[config.mk]
export PLATFORM = sky130hd
export DESIGN_NAME = mux_sel_scanner
export DESIGN_NICKNAME = d
export VERILOG_FILES = /design/src/rtl/mux_sel_scanner.sv
export SDC_FILE = /design/constraint.sdc
export NUM_CORES = 1
export LEC_CHECK = 0
export BUFFER_PORTS_ARGS = -buffer_cell sky130_fd_sc_hd__buf_4
export CORE_MARGIN = 4
export CORE_UTILIZATION = 40
export CTS_CLUSTER_SIZE = 40
export DETAILED_ROUTE_END_ITERATION = 6
export GPL_TIMING_DRIVEN = 0
export PLACE_DENSITY = 0.6
export SLEW_MARGIN = 20
export SYNTH_ARGS = -nofsm -noshare
export SYNTH_HDL_FRONTEND = slang
export SYNTH_SLANG_ARGS = --single-unit
[constraint.sdc]
create_clock -name clk -period 3.8 [get_ports clk]
set_input_delay 0.19 -clock clk [delete_from_list [all_inputs] [get_ports clk]]
set_output_delay 0.19 -clock clk [all_outputs]
set_load 0.005 [all_outputs]
[src/rtl/mux_sel_scanner.sv]
// -----------------------------------------------------------------------------
// mux_sel_scanner
//
// Purpose:
//   Drives the select of a downstream 4:1 single-bit mux through the enabled
//   channels in round-robin order, waits a programmable dwell on each channel,
//   samples the mux output and assembles one bit per channel into a 4-bit
//   frame. Supports single-sweep and continuous scanning.
//
// Ports:
//   clk         in   system clock, rising edge
//   rst_n       in   asynchronous active-low reset
//   start       in   pulse, begins a scan when idle (needs ch_en != 0)
//   stop        in   pulse, aborts a running scan
//   cont        in   1 = continuous sweeps, 0 = single sweep (latched at start)
//   ch_en[3:0]  in   per-channel enable mask (latched at start)
//   dwell[W-1:0] in  extra settle cycles per channel (latched at start)
//   mux_out     in   output of the downstream mux
//   sel[1:0]    out  registered mux select
//   busy        out  high while scanning
//   sample_vld  out  one-cycle strobe, a channel was sampled
//   sample_ch   out  channel index of that sample
//   sample_bit  out  sampled value
//   frame[3:0]  out  last completed frame, disabled channels read 0
//   frame_vld   out  one-cycle strobe, frame updated
//   frame_par   out  (only with SCAN_PARITY_EN) XOR of frame bits
//
// Build option:
//   SCAN_PARITY_EN  when defined, adds the frame_par output.
// -----------------------------------------------------------------------------
module mux_sel_scanner #(
    parameter int DWELL_W = 8
) (
    input  logic               clk,
    input  logic               rst_n,
    input  logic               start,
    input  logic               stop,
    input  logic               cont,
    input  logic [3:0]         ch_en,
    input  logic [DWELL_W-1:0] dwell,
    input  logic               mux_out,
    output logic [1:0]         sel,
    output logic               busy,
    output logic               sample_vld,
    output logic [1:0]         sample_ch,
    output logic               sample_bit,
    output logic [3:0]         frame,
`ifdef SCAN_PARITY_EN
    output logic               frame_par,
`endif
    output logic               frame_vld
);

    localparam logic [0:0] ST_IDLE = 1'b0;
    localparam logic [0:0] ST_RUN  = 1'b1;

    // Lowest set bit of a non-empty mask.
    function automatic logic [1:0] lowest_ch(input logic [3:0] mask);
        logic [1:0] res;
        res = 2'd0;
        for (int i = 3; i >= 0; i--) begin
            if (mask[i]) begin
                res = i[1:0];
            end else begin
                res = res;
            end
        end
        return res;
    endfunction

    // Next enabled channel searching upward from cur+1, wrapping mod 4.
    // With a single enabled channel the search wraps back onto cur itself.
    function automatic logic [1:0] next_ch(input logic [3:0] mask, input logic [1:0] cur);
        logic [1:0] idx;
        logic [1:0] res;
        logic       found;
        res   = cur;
        found = 1'b0;
        for (int i = 1; i <= 4; i++) begin
            idx = cur + i[1:0];
            if (!found && mask[idx]) begin
                res   = idx;
                found = 1'b1;
            end else begin
                res   = res;
            end
        end
        return res;
    endfunction

    // Even parity over a 4-bit frame.
    function automatic logic par4(input logic [3:0] v);
        return v[0] ^ v[1] ^ v[2] ^ v[3];
    endfunction

    logic [0:0]         state_q,  state_d;
    logic [1:0]         sel_q,    sel_d;
    logic               busy_q,   busy_d;
    logic               svld_q,   svld_d;
    logic [1:0]         sch_q,    sch_d;
    logic               sbit_q,   sbit_d;
    logic [3:0]         frame_q,  frame_d;
    logic               fvld_q,   fvld_d;
    logic [3:0]         buf_q,    buf_d;
    logic [DWELL_W-1:0] cnt_q,    cnt_d;
    logic [3:0]         ch_en_q,  ch_en_d;
    logic               cont_q,   cont_d;
    logic [DWELL_W-1:0] dwell_q,  dwell_d;
    logic               par_q,    par_d;

    logic [1:0]         nxt_s;
    logic [3:0]         cap_s;

    // Capture helpers: next channel in the sweep and the buffer with the bit
    // being sampled this cycle merged in.
    always_comb begin
        nxt_s        = next_ch(ch_en_q, sel_q);
        cap_s        = buf_q;
        cap_s[sel_q] = mux_out;
    end

    // Next-state logic for the scan sequencer.
    always_comb begin
        state_d = state_q;
        sel_d   = sel_q;
        busy_d  = busy_q;
        svld_d  = 1'b0;
        sch_d   = sch_q;
        sbit_d  = sbit_q;
        frame_d = frame_q;
        fvld_d  = 1'b0;
        buf_d   = buf_q;
        cnt_d   = cnt_q;
        ch_en_d = ch_en_q;
        cont_d  = cont_q;
        dwell_d = dwell_q;
        par_d   = par_q;

        case (state_q)
            ST_IDLE: begin
                // An empty mask would have nothing to scan, so start is dropped.
                if (start && (ch_en != 4'b0000)) begin
                    ch_en_d = ch_en;
                    cont_d  = cont;
                    dwell_d = dwell;
                    sel_d   = lowest_ch(ch_en);
                    cnt_d   = dwell;
                    buf_d   = 4'b0000;
                    busy_d  = 1'b1;
                    state_d = ST_RUN;
                end else begin
                    state_d = ST_IDLE;
                end
            end

            ST_RUN: begin
                if (stop) begin
                    // Abort: no sample, frame untouched, sel holds.
                    state_d = ST_IDLE;
                    busy_d  = 1'b0;
                end else if (cnt_q != {DWELL_W{1'b0}}) begin
                    cnt_d = cnt_q - DWELL_W'(1'b1);
                end else begin
                    svld_d = 1'b1;
                    sch_d  = sel_q;
                    sbit_d = mux_out;
                    // A non-increasing next channel means the sweep just closed.
                    if (nxt_s <= sel_q) begin
                        frame_d = cap_s;
                        fvld_d  = 1'b1;
                        par_d   = par4(cap_s);
                        if (cont_q) begin
                            buf_d = 4'b0000;
                            sel_d = nxt_s;
                            cnt_d = dwell_q;
                        end else begin
                            buf_d   = cap_s;
                            state_d = ST_IDLE;
                            busy_d  = 1'b0;
                        end
                    end else begin
                        buf_d = cap_s;
                        sel_d = nxt_s;
                        cnt_d = dwell_q;
                    end
                end
            end

            default: begin
                state_d = ST_IDLE;
                busy_d  = 1'b0;
            end
        endcase
    end

    // State and output registers with asynchronous clear.
    always_ff @(posedge clk or negedge rst_n) begin
        if (!rst_n) begin
            state_q <= ST_IDLE;
            sel_q   <= 2'd0;
            busy_q  <= 1'b0;
            svld_q  <= 1'b0;
            sch_q   <= 2'd0;
            sbit_q  <= 1'b0;
            frame_q <= 4'b0000;
            fvld_q  <= 1'b0;
            buf_q   <= 4'b0000;
            cnt_q   <= {DWELL_W{1'b0}};
            ch_en_q <= 4'b0000;
            cont_q  <= 1'b0;
            dwell_q <= {DWELL_W{1'b0}};
            par_q   <= 1'b0;
        end else begin
            state_q <= state_d;
            sel_q   <= sel_d;
            busy_q  <= busy_d;
            svld_q  <= svld_d;
            sch_q   <= sch_d;
            sbit_q  <= sbit_d;
            frame_q <= frame_d;
            fvld_q  <= fvld_d;
            buf_q   <= buf_d;
            cnt_q   <= cnt_d;
            ch_en_q <= ch_en_d;
            cont_q  <= cont_d;
            dwell_q <= dwell_d;
            par_q   <= par_d;
        end
    end

    assign sel        = sel_q;
    assign busy       = busy_q;
    assign sample_vld = svld_q;
    assign sample_ch  = sch_q;
    assign sample_bit = sbit_q;
    assign frame      = frame_q;
    assign frame_vld  = fvld_q;

`ifdef SCAN_PARITY_EN
    assign frame_par  = par_q;
`else
    // Parity state is kept for a uniform register set but has no consumer here.
    logic unused_par_s;
    assign unused_par_s = par_q;
`endif

endmodule

==> results.md, run 1 <==
- Grt total ovfl: 0
- Clk_skew: 6.359 ps
- Cell variety after synth: 59
- Buf/Inv on CP: 3
- Family with the most delay on the worst path: compound AO/OA/AOI/OAI gates
- Max-cap viol count: 0
- Port bufs: 29
- First-pass GRT wire length: 9280 um
- Pre-CTS setup slack: -571.1 ps
- DR vias: 1931
- Placement Rows: 27
- Critical Path AT: 3760 ps
- Layout cells sized above 1: 24.40%
- Outcome: completed
- DRC Markers: 0
- Final hold vios: 0
- CP Capture Type: register
- Hold Worst Slack: 107.8 ps
- Synthesized flop and latch total: 38
- Post-synthesis mux area share: 8.535%
- Wire per inst: 14.73 um
- Worst Setup Path Type: reg -> reg
- Cts bufs inserted: 5
- Core Area: 5507 sq um
- Die height: 83.37 um
- DP Wirelength: 3757 um
- Critical path, cell by cell: clkinvlp_4 > ha_4 > mux2_2 > a221oi_1 > nor3_1 > o32ai_1 > inv_1 > ha_1 > nor2b_2 > a2bb2oi_4 > nor3_4 > o21a_4 > inv_4 > mux2_4
- Synth Area in Adders: 3.855%
- CP startpoint kind: register
- Largest net degree at the start of global routing: 39
- Crit-path slowest cell: dfrtp_2
- Tcrit/Tclk final: 94.36%
- Synth Instances: 245
- Clock transition at the registers of the reported paths: 70 ps
- Crit-path max FO: 9
- Number of global-route vias before repair: 1892
- Share of flip-flops with an asynchronous set or reset: 100.0%
- Placed Cells incl. Taps: 346
- Setup ws final: 214.4 ps
- Leakage: 1.270 nW
- Hold Crit Class: in -> reg
- Io pins: 30
- Initial core utilization: 41.26%
- CTS H-tree depth: 2
- Syn Std Cell Area: 2272 sq um
- Post-Synth XOR/XNOR Area: 0.3855%
- Final ANT Viol Nets: 0
- Vias per Instance: 5.320
- PnR Total Power: 2.084 mW
- Final slew viol count: 0
- TritonCTS clock tree: yes
- CTS Sinks: 38
- Worst-Skew Late Latency: 290 ps
- GPL Wtd Cong: 0.8392
- Slew at the pin closest to its max-slew limit: 553.1 ps
- Fin crit period: 3586 ps
- P per Cell Area: 747.7 nW/um^2
- Die width: 83.37 um
- Worst vdd ir: 0.3497 mV
- Synth warnings: 0
- Drt first pass iters: 4
- ANT cells: 0
- DRT iter0 DRCs: 164
- Deepest clock path buffer count: 2
- EDFF count, synth: 0
- Initial antenna violation count: 0
- Gr usage total: 16.33%
- Slew margin rel.: 63.13%
- Syn avg cell area: 9.274 sq um
- Most frequent cells in the layout: nand2_1 (42), buf_4 (39), dfrtp_1 (36)
- Finished Layout Cells: 363
- Synth Flop Type: dfrtp_1
- Worst Path Required: 3980 ps
- Largest family of logic cells by synthesized area: simple AND/OR/NAND/NOR gates
- Nets: 315
- Most common cell after layout, fill and taps aside: nand2_1
- Final setup viols: 0
- Fmax: 0.2789 GHz
- Total Wirelength: 5348 um
- Clk root buf: clkbuf_8
- Seq/Total Area, Yosys: 41.85%
- P&R area growth vs syn: 22.69%
- Simple-gate share of the synthesized area: 21.20%
- R2R setup slack: 210 ps
- Synth Area in Compound Gates: 19.16%
- Post-synth net total: 270
- Die Area: 6951 sq um
- Slowest cell delay on critical path: 440 ps
[area by class of cell]
type,count,area (sq um)
fillers,524,2719
multi-input cells,179,1240
flip-flops and latches,38,953.4
repair buffers,39,295.3
well taps,72,90.09
clock buffers,7,86.33
inverters,16,70.07
plain buffers,11,47.55
clock inverters,1,5.005
[registers in the layout, summed over array words and instances (netlist names)]
name        flops
sample_vld      1
ch_en_q         4
cnt_q           8
buf_q           4
frame_vld       1
frame           4
sample_bit      1
sample_ch       2
busy            1
state_q         1
cont_q          1
dwell_q         8
sel             2
[cell families (layout without fill, tap and decap cells)]
family | count (synthesis) | in the layout
xor+xnor | 1 | 1
mux | 17 | 17
flops | 38 | 38
compound gates | 63 | 63
simple gates | 91 | 91
fa+ha+maj | 7 | 7
buf+inv | 28 | 74
[cell usage after synthesis (2+ instances only)]
| library cell | instances | share of area, % |
|---|---|---|
| o2bb2ai_1 | 4 | 1.5 |
| o21ai_0 | 14 | 3.1 |
| a21boi_0 | 2 | 0.66 |
| o211ai_1 | 4 | 1.3 |
| mux2_2 | 5 | 2.5 |
| buf_2 | 2 | 0.44 |
| nor3_1 | 5 | 1.1 |
| nor2b_1 | 6 | 1.7 |
| mux2i_1 | 10 | 4.4 |
| a31oi_1 | 4 | 1.1 |
| inv_1 | 15 | 2.5 |
| nand3_1 | 2 | 0.44 |
| nand2b_1 | 4 | 1.1 |
| a21oi_1 | 12 | 2.6 |
| o31a_1 | 2 | 0.77 |
| clkbuf_1 | 9 | 1.5 |
| o2111ai_1 | 3 | 1.2 |
| or4_1 | 2 | 0.66 |
| o311ai_0 | 2 | 0.77 |
| nand2_1 | 42 | 6.9 |
| ha_1 | 7 | 3.9 |
| nand3b_1 | 2 | 0.66 |
| nor2_1 | 13 | 2.1 |
| nor4b_1 | 2 | 0.77 |
| dfrtp_1 | 38 | 42 |
[per-layer routing]
layer  share of wire (%)  vias to the layer above  track usage, %  routed length, um
li1                    -                      967               -                  -
met1                  50                      920           23.53               2658
met2                  45                       37           24.71               2393
met3                 4.3                        7           3.472                230
met4                 1.2                        0           4.458                 64
met5                   0                        -               0                  0
[path summary, 6_finish.rpt]
path                            startpoint         end  depth (start not counted)
max in group asynchronous            rst_n      sel[1]                          2
min in group asynchronous            rst_n  dwell_q[6]                          2
worst max-delay path                sel[0]    cnt_q[4]                         14
worst max register to register      sel[0]    cnt_q[4]                         14
worst min-delay path              dwell[4]  dwell_q[4]                          3
worst min register to register  dwell_q[0]  dwell_q[0]                          2
[stage by stage]
stage | cell area [sq um] | utilization [%] | TNS (ps)
finish | 2788 | 50.62 | 0
global route | 2788 | 50.62 | -8.934
CTS | 2710 | 49.22 | 0
detailed placement | 2580 | 46.85 | -6155
global placement | 2580 | 46.85 | -5256
floorplan | 2272 | - | 0
[repair_timing]
| item | in CTS | in global routing |
|---|---|---|
| buffers inserted | 0 | 9 |
| endpoints found under the hold margin | 38 | 0 |
| hold buffers | 1 | 0 |
| gates cloned | 0 | 0 |
| setup endpoints to repair | 21 | 6 |
| pin swaps | 0 | 0 |
| resized for setup | 6 | 3 |
[power breakdown]
| group | total [mW] | internal [mW] | leakage [nW] | switching [mW] |
|---|---|---|---|---|
| sequential | 0.655 | 0.532 | 0.483 | 0.123 |
| clock | 0.284 | 0.146 | 0.0482 | 0.137 |
| combinational | 1.15 | 0.563 | 0.739 | 0.583 |
[tightest hold or removal path: stages]
cell and delay (ps):
buf_4 90, nand2_1 40, nand2_1 40
No activity file was read; power rests on OpenSTA's default activity.
==> run 2, diff against run 1 <==
--- a/config.mk
+++ b/config.mk
@@ -6,12 +6,14 @@
 export NUM_CORES = 1
 export LEC_CHECK = 0
 export BUFFER_PORTS_ARGS = -buffer_cell sky130_fd_sc_hd__buf_4
+export CELL_PAD_IN_SITES_DETAIL_PLACEMENT = 0
+export CELL_PAD_IN_SITES_GLOBAL_PLACEMENT = 1
 export CORE_MARGIN = 4
 export CORE_UTILIZATION = 40
 export CTS_CLUSTER_SIZE = 40
 export DETAILED_ROUTE_END_ITERATION = 6
 export GPL_TIMING_DRIVEN = 0
-export PLACE_DENSITY = 0.6
+export PLACE_DENSITY = 0.75
 export SLEW_MARGIN = 20
 export SYNTH_ARGS = -nofsm -noshare
 export SYNTH_HDL_FRONTEND = slang
==> run 2 against run 1 <==
Compared with the run above: fmax down 0.52%; hold slack worse by 19 ps; sequential power about the same; largest power group unchanged; wire length up 4.7%; die area unchanged; core utilization about the same; setup slack worse by 19 ps; highest routed layer unchanged; sequential share of layout area about the same.
==> results.md, run 2 (synthesis gave the netlist of run 1 again) <==
- Outcome: completed (unchanged)
- Critical Path AT: 3790 ps (was 3760 ps)
- Gr usage total: 17.43% (was 16.33%)
- Drt first pass iters: 4 (unchanged)
- P per Cell Area: 785.7 nW/um^2 (was 747.7 nW/um^2)
- Crit-path max FO: 9 (unchanged)
- Clk root buf: clkbuf_8 (unchanged)
- Port bufs: 29 (unchanged)
- Die Area: 6951 sq um (unchanged)
- Die height: 83.37 um (unchanged)
- CP startpoint kind: register (unchanged)
- Nets: 309 (was 315)
- R2R cell count: 14 (unchanged)
- Clock transition at the registers of the reported paths: 80 ps (was 70 ps)
- Die width: 83.37 um (unchanged)
- TritonCTS clock tree: yes (unchanged)
- GPL Wtd Cong: 0.8340 (was 0.8392)
- Layout cells sized above 1: 22.81% (was 24.40%)
- Clk_skew: 5.692 ps (was 6.359 ps)
- Total Wirelength: 5601 um (was 5348 um)
- Largest net degree at the start of global routing: 39 (unchanged)
- Crit-path slowest cell: dfrtp_2 (unchanged)
- First-pass GRT wire length: 9763 um (was 9280 um)
- Family with the most delay on the worst path: compound AO/OA/AOI/OAI gates (unchanged)
- Tcrit/Tclk final: 94.85% (was 94.36%)
- Fillers: 532 (was 524)
- Hold Worst Slack: 88.69 ps (was 107.8 ps)
- Placed Area: 2580 sq um (unchanged)
- Slew at the pin closest to its max-slew limit: 552.6 ps (was 553.1 ps)
- Worst-Skew Late Latency: 300 ps (was 290 ps)
- Slowest cell delay on critical path: 450 ps (was 440 ps)
- Most common cell after layout, fill and taps aside: nand2_1 (unchanged)
- Most frequent cells in the layout: nand2_1 (42), dfrtp_1 (36), buf_4 (33) (was nand2_1 (42), buf_4 (39), dfrtp_1 (36))
- Design area: 2790 sq um (was 2788 sq um)
- Hold Crit Class: in -> reg (unchanged)
- Placed Cells incl. Taps: 346 (unchanged)
- Vias per Instance: 5.336 (was 5.320)
- P&R area growth vs syn: 22.80% (was 22.69%)
- Number of global-route vias before repair: 1922 (was 1892)
- Placement Rows: 27 (unchanged)
- Initial core utilization: 41.26% (unchanged)
- DP Wirelength: 3934 um (was 3757 um)
- Grt total ovfl: 0 (unchanged)
- Deepest clock path buffer count: 2 (unchanged)
- CTS H-tree depth: 2 (unchanged)
- Initial antenna violation count: 0 (unchanged)
- Worst Path Required: 3990 ps (was 3980 ps)
- Worst vdd ir: 0.3607 mV (was 0.3497 mV)
- Largest regs: cnt_q x8, dwell_q x8 (unchanged)
- DR vias: 1905 (was 1931)
- Final hold vios: 0 (unchanged)
- Io pins: 30 (unchanged)
- Leakage: 1.270 nW (about the same)
- Final slew viol count: 0 (unchanged)
- CTS Sinks: 38 (unchanged)
- Worst Setup Path Type: reg -> reg (unchanged)
- DRC Markers: 0 (unchanged)
- ANT cells: 0 (unchanged)
- Hold Crit Depth: 3 (unchanged)
- Cts bufs inserted: 5 (unchanged)
- Max-cap viol count: 0 (unchanged)
- CP Capture Type: register (unchanged)
- Setup TNS: 0 ps (unchanged)
- Slew margin rel.: 63.16% (was 63.13%)
- Final setup viols: 0 (unchanged)
- Final Util: 50.67% (was 50.62%)
- Most repeated library cell on the critical path: inv_1
- Final ANT Viol Nets: 0 (unchanged)
- CP Depth: 14 (unchanged)
- Fin crit period: 3604 ps (was 3586 ps)
- Buf/Inv on CP: 3 (unchanged)
- Fmax: 0.2775 GHz (was 0.2789 GHz)
- Wire per inst: 15.69 um (was 14.73 um)
- Critical path, cell by cell: inv_1 > ha_4 > mux2_2 > a221oi_1 > nor3_1 > o32ai_1 > inv_1 > ha_1 > nor2b_2 > a2bb2oi_4 > nor3_4 > o21a_4 > inv_4 > mux2_4 (was clkinvlp_4 > ha_4 > mux2_2 > a221oi_1 > nor3_1 > o32ai_1 > inv_1 > ha_1 > nor2b_2 > a2bb2oi_4 > nor3_4 > o21a_4 > inv_4 > mux2_4)
- Finished Layout Cells: 357 (was 363)
- Core Area: 5507 sq um (unchanged)
- RSZ-0062 raised after global routing: no
- DRT iter0 DRCs: 106 (was 164)
run 2: cell count changes in the layout (fill, tap and decap cells not counted):
cell,before,now
clkinv_2,1,0
clkbuf_1,9,8
inv_1,13,14
buf_4,39,33
clkinvlp_4,2,1
bufinv_16,0,2
run 2: layout make-up:
cell class,instances,area [sq um],share of cell area (%)
clock buffers,6,82.58,2.960
repair buffers,33,250.2,8.969
clock inverters,2,60.06,2.152
well taps,72,90.09,3.229
multi-input cells,179,1240,44.44
inverters,16,66.31,2.377
plain buffers,11,47.55,1.704
flip-flops and latches,38,953.4,34.17
run 2: power by group:
| group | switching, mW | leakage [nW] | internal, mW |
|---|---|---|---|
| clock | 0.154 | 0.0714 | 0.280 |
| sequential | 0.127 | 0.483 | 0.531 |
| combinational | 0.573 | 0.716 | 0.528 |
| total | 0.853 | 1.27 | 1.34 |
run 2: metal layers:
layer / routed length [um] / vias to the layer above / global-route usage [%]
met5: 0 / - / 0
met4: 88 / 0 / 5.795
met3: 227 / 8 / 4.067
met2: 2466 / 35 / 26.31
met1: 2819 / 909 / 24.53
li1: - / 953 / -
run 2: stage by stage:
step | total power, mW | setup WS (ps)
5_1_grt | 2.356 | 8.168
4_1_cts | 2.176 | 22.54
6_report | 2.192 | 195.7
2_1_floorplan | 1.334 | 100.1
3_5_place_dp | 1.607 | -486.7
3_3_place_gp | 1.590 | -507.3
run 2: path summary, 6_finish.rpt:
check                            from    endpoint  slack, ps
max                            sel[0]    cnt_q[4]        200
min                          dwell[3]  dwell_q[3]         90
max reg2reg                    sel[0]    cnt_q[4]        200
min reg2reg                dwell_q[5]  dwell_q[5]        480
max in group asynchronous       rst_n      sel[1]       3040
min in group asynchronous       rst_n    cnt_q[6]        390
run 2: timing repair:
item                                    in CTS  in global routing
endpoints found under the setup margin      20                  9
cloned                                       0                  0
gates resized for setup                      7                  1
hold buffers                                 1                  0
hold endpoints to repair                    38                  0
setup buffers                                0                  3
pin swaps                                    2                  0
run 2: tightest hold or removal path, stage by stage:
cell and delay, ps:
buf_4 80, nand2_1 40, nand2_1 40
